[src/rtl/instr_mem_loader_pkg.sv]
`default_nettype none
// ============================================================================
// Module      : instr_mem_loader_pkg
// Description : Shared definitions for the instruction-memory loader.
//               Holds the 3-bit instruction kind codes (identical to the
//               main decoder's type output), RV32I opcode constants, the
//               canonical NOP word and the loader FSM state encoding.
// Revision    : 1.0 - initial release
// ============================================================================
package instr_mem_loader_pkg;

  // Instruction kind codes, identical to the decoder's type output
  localparam logic [2:0] KIND_LW  = 3'b000;
  localparam logic [2:0] KIND_SW  = 3'b001;
  localparam logic [2:0] KIND_R   = 3'b010;
  localparam logic [2:0] KIND_BEQ = 3'b011;
  localparam logic [2:0] KIND_JAL = 3'b100;

  // RV32I major opcodes (instr[6:0])
  localparam logic [6:0] OP_LW  = 7'b0000011;
  localparam logic [6:0] OP_SW  = 7'b0100011;
  localparam logic [6:0] OP_R   = 7'b0110011;
  localparam logic [6:0] OP_BEQ = 7'b1100011;
  localparam logic [6:0] OP_JAL = 7'b1101111;

  // addi x0, x0, 0 -- written in place of any unrecognised descriptor
  localparam logic [31:0] NOP_WORD = 32'h0000_0013;

  // funct3 used by lw/sw (word access) and beq
  localparam logic [2:0] F3_WORD = 3'b010;
  localparam logic [2:0] F3_BEQ  = 3'b000;

  // Loader FSM states
  typedef enum logic [1:0] {
    ST_IDLE   = 2'd0,
    ST_ACCEPT = 2'd1,
    ST_WRITE  = 2'd2,
    ST_DONE   = 2'd3
  } state_e;

endpackage : instr_mem_loader_pkg
`default_nettype wire

[src/rtl/instr_mem_loader_encoder.sv]
`default_nettype none
// ============================================================================
// Module      : instr_encoder
// Description : Purely combinational RV32I encoder. Turns an abstract
//               descriptor (kind + register fields + signed immediate) into
//               a 32-bit instruction word. Unknown kinds produce NOP_WORD and
//               raise the invalid flag. Also usable as a golden model.
// Ports       : kind     - 3-bit kind code (lw/sw/R/beq/jal)
//               rd       - destination register
//               rs1, rs2 - source registers
//               funct3   - R-type funct3 (ignored for other kinds)
//               funct7b5 - R-type instr[30]
//               imm      - 21-bit signed immediate; only the bits of each
//                          kind's field are used, the rest are ignored
//               word     - encoded instruction
//               invalid  - kind code not recognised
// Revision    : 1.0 - initial release
// ============================================================================
module instr_encoder
  import instr_mem_loader_pkg::*;
(
  input  logic [2:0]  kind,
  input  logic [4:0]  rd,
  input  logic [4:0]  rs1,
  input  logic [4:0]  rs2,
  input  logic [2:0]  funct3,
  input  logic        funct7b5,
  input  logic [20:0] imm,
  output logic [31:0] word,
  output logic        invalid
);

  always_comb begin
    word    = NOP_WORD;
    invalid = 1'b0;
    case (kind)
      KIND_LW: begin
        word = {imm[11:0], rs1, F3_WORD, rd, OP_LW};
      end
      KIND_SW: begin
        word = {imm[11:5], rs2, rs1, F3_WORD, imm[4:0], OP_SW};
      end
      KIND_R: begin
        word = {1'b0, funct7b5, 5'b00000, rs2, rs1, funct3, rd, OP_R};
      end
      KIND_BEQ: begin
        // Branch offsets are half-word aligned; imm[0] is not encoded.
        word = {imm[12], imm[10:5], rs2, rs1, F3_BEQ, imm[4:1], imm[11], OP_BEQ};
      end
      KIND_JAL: begin
        // Jump offsets are half-word aligned; imm[0] is not encoded.
        word = {imm[20], imm[10:1], imm[11], imm[19:12], rd, OP_JAL};
      end
      default: begin
        word    = NOP_WORD;
        invalid = 1'b1;
      end
    endcase
  end

endmodule : instr_encoder
`default_nettype wire

[src/rtl/instr_mem_loader.sv]
`default_nettype none
// ============================================================================
// Module      : instr_mem_loader
// Description : Writer-side counterpart of the main decoder. Accepts
//               instruction descriptors over a valid/ready handshake,
//               encodes each into an RV32I word and writes the words to
//               consecutive instruction-memory addresses starting at BASE.
//               One word every two cycles (ACCEPT -> WRITE).
// Ports       : clk, rst_n          - clock / async active-low reset
//               start               - open a new session (IDLE/DONE only)
//               inValid/inReady     - descriptor handshake
//               inLast              - final descriptor of the session
//               kind, rd, rs1, rs2,
//               funct3, funct7b5,
//               imm                 - descriptor fields
//               memWe/memAddr/
//               memWdata            - instruction-memory write port
//               count               - words written this session
//               done                - session finished
//               full                - session ended on reaching DEPTH
//               err                 - invalid kind seen this session
// Revision    : 1.0 - initial release
// ============================================================================
module instr_mem_loader
  import instr_mem_loader_pkg::*;
#(
  parameter int DEPTH  = 64,
  parameter int ADDR_W = 8,
  parameter int BASE   = 0
) (
  input  logic              clk,
  input  logic              rst_n,
  input  logic              start,
  input  logic              inValid,
  output logic              inReady,
  input  logic              inLast,
  input  logic [2:0]        kind,
  input  logic [4:0]        rd,
  input  logic [4:0]        rs1,
  input  logic [4:0]        rs2,
  input  logic [2:0]        funct3,
  input  logic              funct7b5,
  input  logic [20:0]       imm,
  output logic              memWe,
  output logic [ADDR_W-1:0] memAddr,
  output logic [31:0]       memWdata,
  output logic [ADDR_W-2:0] count,
  output logic              done,
  output logic              full,
  output logic              err
);

  // count can reach DEPTH, which needs ADDR_W-1 bits at most
  localparam logic [ADDR_W-2:0] C_DEPTH = (ADDR_W-1)'(DEPTH);
  localparam logic [ADDR_W-1:0] C_BASE  = ADDR_W'(BASE);
  localparam logic [ADDR_W-1:0] C_STEP  = ADDR_W'(4);

  state_e            r_state;
  state_e            w_state_nxt;
  logic [31:0]       r_word;
  logic              r_last;
  logic [ADDR_W-1:0] r_addr;
  logic [ADDR_W-2:0] r_count;
  logic              r_full;
  logic              r_err;

  logic [31:0]       w_word;
  logic              w_invalid;
  logic              w_accept;
  logic              w_restart;
  logic [ADDR_W-2:0] w_count_inc;
  logic              w_hit_depth;

  // --------------------------------------------------------------------------
  // Encoder
  // --------------------------------------------------------------------------
  instr_encoder u_encoder (
    .kind     (kind),
    .rd       (rd),
    .rs1      (rs1),
    .rs2      (rs2),
    .funct3   (funct3),
    .funct7b5 (funct7b5),
    .imm      (imm),
    .word     (w_word),
    .invalid  (w_invalid)
  );

  // --------------------------------------------------------------------------
  // Control decodes
  // --------------------------------------------------------------------------
  assign w_accept    = (r_state == ST_ACCEPT) && inValid;
  assign w_restart   = ((r_state == ST_IDLE) || (r_state == ST_DONE)) && start;
  assign w_count_inc = r_count + 1'b1;
  assign w_hit_depth = (w_count_inc == C_DEPTH);

  // --------------------------------------------------------------------------
  // FSM state register
  // --------------------------------------------------------------------------
  always_ff @(posedge clk or negedge rst_n) begin
    if (!rst_n) begin
      r_state <= ST_IDLE;
    end else begin
      r_state <= w_state_nxt;
    end
  end

  // --------------------------------------------------------------------------
  // FSM next-state logic
  // --------------------------------------------------------------------------
  always_comb begin
    w_state_nxt = r_state;
    case (r_state)
      ST_IDLE: begin
        if (start) begin
          w_state_nxt = ST_ACCEPT;
        end
      end
      ST_ACCEPT: begin
        if (inValid) begin
          w_state_nxt = ST_WRITE;
        end
      end
      ST_WRITE: begin
        // Capacity takes priority over inLast so full is always reported.
        if (w_hit_depth || r_last) begin
          w_state_nxt = ST_DONE;
        end else begin
          w_state_nxt = ST_ACCEPT;
        end
      end
      ST_DONE: begin
        if (start) begin
          w_state_nxt = ST_ACCEPT;
        end
      end
      default: begin
        w_state_nxt = ST_IDLE;
      end
    endcase
  end

  // --------------------------------------------------------------------------
  // Datapath registers
  // --------------------------------------------------------------------------
  always_ff @(posedge clk or negedge rst_n) begin
    if (!rst_n) begin
      r_word  <= '0;
      r_last  <= 1'b0;
      r_addr  <= C_BASE;
      r_count <= '0;
      r_full  <= 1'b0;
      r_err   <= 1'b0;
    end else begin
      if (w_restart) begin
        r_addr  <= C_BASE;
        r_count <= '0;
        r_full  <= 1'b0;
        r_err   <= 1'b0;
      end

      if (w_accept) begin
        r_word <= w_word;
        r_last <= inLast;
        if (w_invalid) begin
          r_err <= 1'b1;
        end
      end

      if (r_state == ST_WRITE) begin
        // Address wraps naturally modulo 2^ADDR_W.
        r_addr  <= r_addr + C_STEP;
        r_count <= w_count_inc;
        r_full  <= w_hit_depth;
      end
    end
  end

  // --------------------------------------------------------------------------
  // Outputs
  // --------------------------------------------------------------------------
  // memWe decodes straight from the state register so an asynchronous
  // reset during WRITE drops it immediately.
  assign memWe    = (r_state == ST_WRITE);
  assign inReady  = (r_state == ST_ACCEPT);
  assign done     = (r_state == ST_DONE);
  assign memAddr  = r_addr;
  assign memWdata = r_word;
  assign count    = r_count;
  assign full     = r_full;
  assign err      = r_err;

endmodule : instr_mem_loader
`default_nettype wire

[config.mk]
export PLATFORM = sky130hd
export DESIGN_NAME = instr_mem_loader
export DESIGN_NICKNAME = d
export VERILOG_FILES = /design/src/rtl/instr_mem_loader_pkg.sv /design/src/rtl/instr_mem_loader_encoder.sv /design/src/rtl/instr_mem_loader.sv
export SDC_FILE = /design/constraint.sdc
export NUM_CORES = 1
export LEC_CHECK = 0
export BUFFER_PORTS_ARGS = -buffer_cell sky130_fd_sc_hd__clkbuf_2
export CORE_UTILIZATION = 49
export DETAILED_ROUTE_END_ITERATION = 6
export PLACE_DENSITY = 0.77
export SYNTH_ARGS = -nofsm -noshare
export SYNTH_HDL_FRONTEND = slang
export SYNTH_HIERARCHICAL = 1
export SYNTH_SLANG_ARGS = --single-unit
[constraint.sdc]
create_clock -name clk -period 1.8 [get_ports clk]
set_input_delay 0.09 -clock clk [delete_from_list [all_inputs] [get_ports clk]]
set_output_delay 0.09 -clock clk [all_outputs]
set_load 0.05 [all_outputs]
==> impl_metrics.toml <==
[status]
outcome = "completed"

[critical_path]
required_ns = 1.71
cp.buffers_inverters = 3
r2r_slack_ns = 0.25
arrival_ns = 1.60
cpPeakStageDelay_ns = 0.44
cp_top_family = "buffers and inverters"
crit_chain = "inv_1, ha_2, buf_4, clkbuf_2"
crit_slowest_cell = "dfrtp_1"
cp-start-kind = "flop"
critical_path_class = "flop to output port"
worstPathMaxFanout = 19
cp-end-kind = "output port"

[yosys]
synth_cells = 250
ys.flop_type = "dfrtp_1"
avgSynthCellArea_um2 = 10.6
ys_warn_count = 6
synthTopCellsByArea = "dfrtp_1 (47%), mux2_2 (14%), nand2_1 (4.0%), o21ai_0 (3.4%), ha_1 (2.8%)"
ys_seq_area_share_pct = 47.3
synth_top_family_by_area = "multiplexers"
netlist_area_um2 = 2650
yosys.area_share.adder_pct = 2.84
synth_top_cell_by_area = "dfrtp_1"
synth_top_area_share_pct = 47.3
synth_mux_area_share_pct = 17.2
synth_compound_area_share_pct = 9.70
ys_ff_latch = 50
synthSimpleGateAreaFrac_pct = 14.0
synth_xor_area_share_pct = 2.98
synth_edf_count = 0
async_flop_share_pct = 100
ys_types = 39

[final_layout]
antennaDiodeCount = 0
syn2layout_area_growth_pct = 23.9
final_cell_area_um2 = 3280
final_core_util_pct = 63.8
final_cells = 416
drive_gt1_share_pct = 43.4
fin_nets = 399

[floorplanning]
die_h_um = 75.5
coreArea_um2 = 5140
fp.dieW_um = 75.5
num_io_pins = 100
initial_core_util_pct = 51.5
rows = 26
die_area_um2 = 5700

[global_routing]
grt_start_max_net_pins = 34
grt_antenna_before_repair = 0
grt_pass1_wl_um = 8340
grt_use_total_pct = 19.4
grt_pass1_vias = 1847
grt_overflow_total = 0

[cts]
clock_path_buffers = 2
clock-sinks = 50
cts_buffers = 5
cts_setup_buffers = 0
ctsRootBufferMaster = "clkbuf_8"
cts_resized = 0
cts_tree = "done"
clk_pin_slew_ns = 0.09
htree_levels = 2
clk_latency_ns = 0.30

[detailed_routing]
wl_um = 5550
antenna_left = 0
drc = 0
via_per_inst = 5.11
wl_met1_um = 2420
wl_per_cell_um = 13.3
first_pass_iters = 4
vias = 2125
wl_met3_um = 326
highest_layer = "met4"
drt_iter0_drc = 92
wl_met2_um = 2740

[pwr]
power_switching_mw = 2.81
p_sw_share_pct = 51.0
p_comb_share_pct = 55.2
pwr-share-clk_pct = 12.3
total_power_mw = 5.51
p_seq_share_pct = 32.5
power_density_nw_per_um2 = 1680
irDropWorstVdd_mv = 1.14
intPower_mw = 2.70
leakage_nw = 1.68

[sta]
setup_viol = 0
layout_min_cycle_time_ns = 1.69
slew_headroom_pct = 64.7
hold_viol_final = 0
final_max_slew_viol_count = 0
tightest_slew_ns = 0.530
hold_ws_ns = 0.0488
fin_worst_skew_ns = 0.00845
min_period_over_period_pct = 94.1
setup_slack_ns = 0.105
tns_ns = 0
clock.fmax_ghz = 0.590
rsz0062_at_grt = "no"

[min_path]
hp-class = "input port to flop"

[place]
io_buffer_count = 97
hpwl_um = 4140
gp_congestion = 0.797
dpl_worst_slack_ns = 0.260
dp_cells = 407
place_area_um2 = 3170

[run]
maxCapViolCount = 0
state kept, by name, indices dropped and copies added (netlist names):
name      count
count         7
err           1
full          1
memAddr       6
memWdata     32
r_last        1
r_state       2
cell type report:
type / count / area [um2]
sequential: 50 / 1250
clock buffer: 6 / 82.6
multi-input combinational: 174 / 1260
clock inverter: 2 / 12.5
tap: 70 / 87.6
fill: 436 / 1860
timing repair buffer: 103 / 546
inverter: 11 / 41.3
kinds of logic (layout without fill, tap and decap cells):
logic type	after synthesis	in the layout
AO/OA/AOI/OAI	40	40
XOR/XNOR	9	9
adder cells (fa/ha/maj)	6	6
buffers and inverters	28	122
flip-flops	50	50
multiplexers	40	40
other	2	4
AND/OR/NAND/NOR	75	75
power groups by stage:
stage | clock, mW | sequential [mW] | combinational [mW]
floorplan | 0 | 3.11 | 1.06
global placement | 0 | 1.80 | 3.03
detailed placement | 0 | 1.82 | 3.06
CTS | 0.701 | 1.80 | 3.07
global route | 0.738 | 1.86 | 3.23
finish | 0.677 | 1.79 | 3.04
cells in the final DEF, fill, tap and decap left out, types with 2 or more instances in the layout:
master,instances
nor2b_1,5
and2_1,6
inv_1,11
nand3_1,12
a21oi_1,4
a22o_1,2
o21ai_0,18
dfrtp_1,50
clkbuf_2,97
nor3_1,3
a22oi_1,3
mux2_2,33
conb_1,4
buf_4,4
a31oi_1,3
mux2i_1,6
a32o_1,4
xnor2_1,6
ha_1,4
clkbuf_8,6
ha_2,2
xor2_1,3
nand2_1,28
nand2b_1,5
nor2_1,10
cells in the mapped netlist (4+ instances only):
cell type / count
buf_4: 6
a32o_1: 4
dfrtp_1: 50
nand2b_1: 5
inv_1: 11
mux2_2: 33
mux2i_1: 6
ha_1: 6
and2_1: 6
buf_2: 6
nor2_1: 10
a21oi_1: 4
nor2b_1: 5
o21ai_0: 18
xnor2_1: 6
nand3_1: 12
nand2_1: 28
timing repair:
action	CTS	global route
endpoints found under the setup margin	0	0
hold buffers	1	0
hold endpoints to repair	20	0
routing by layer:
metal | vias up | track usage [%]
met5 | - | 0
met4 | 0 | 6.58
met3 | 4 | 4.50
met2 | 68 | 31.8
met1 | 1016 | 25.5
li1 | 1037 | -
worst paths after layout:
check / start / endpoint / cells after the start
max in group asynchronous: rst_n / memWdata[20] / 3
worst max register to register: r_state[0] / memAddr[6] / 5
min in group asynchronous: rst_n / r_state[0] / 2
worst min register to register: full / full / 2
worst max-delay path: r_state[0] / memWe / 4
worst min-delay path: inLast / r_last / 2
No activity file was read; power rests on OpenSTA's default activity.
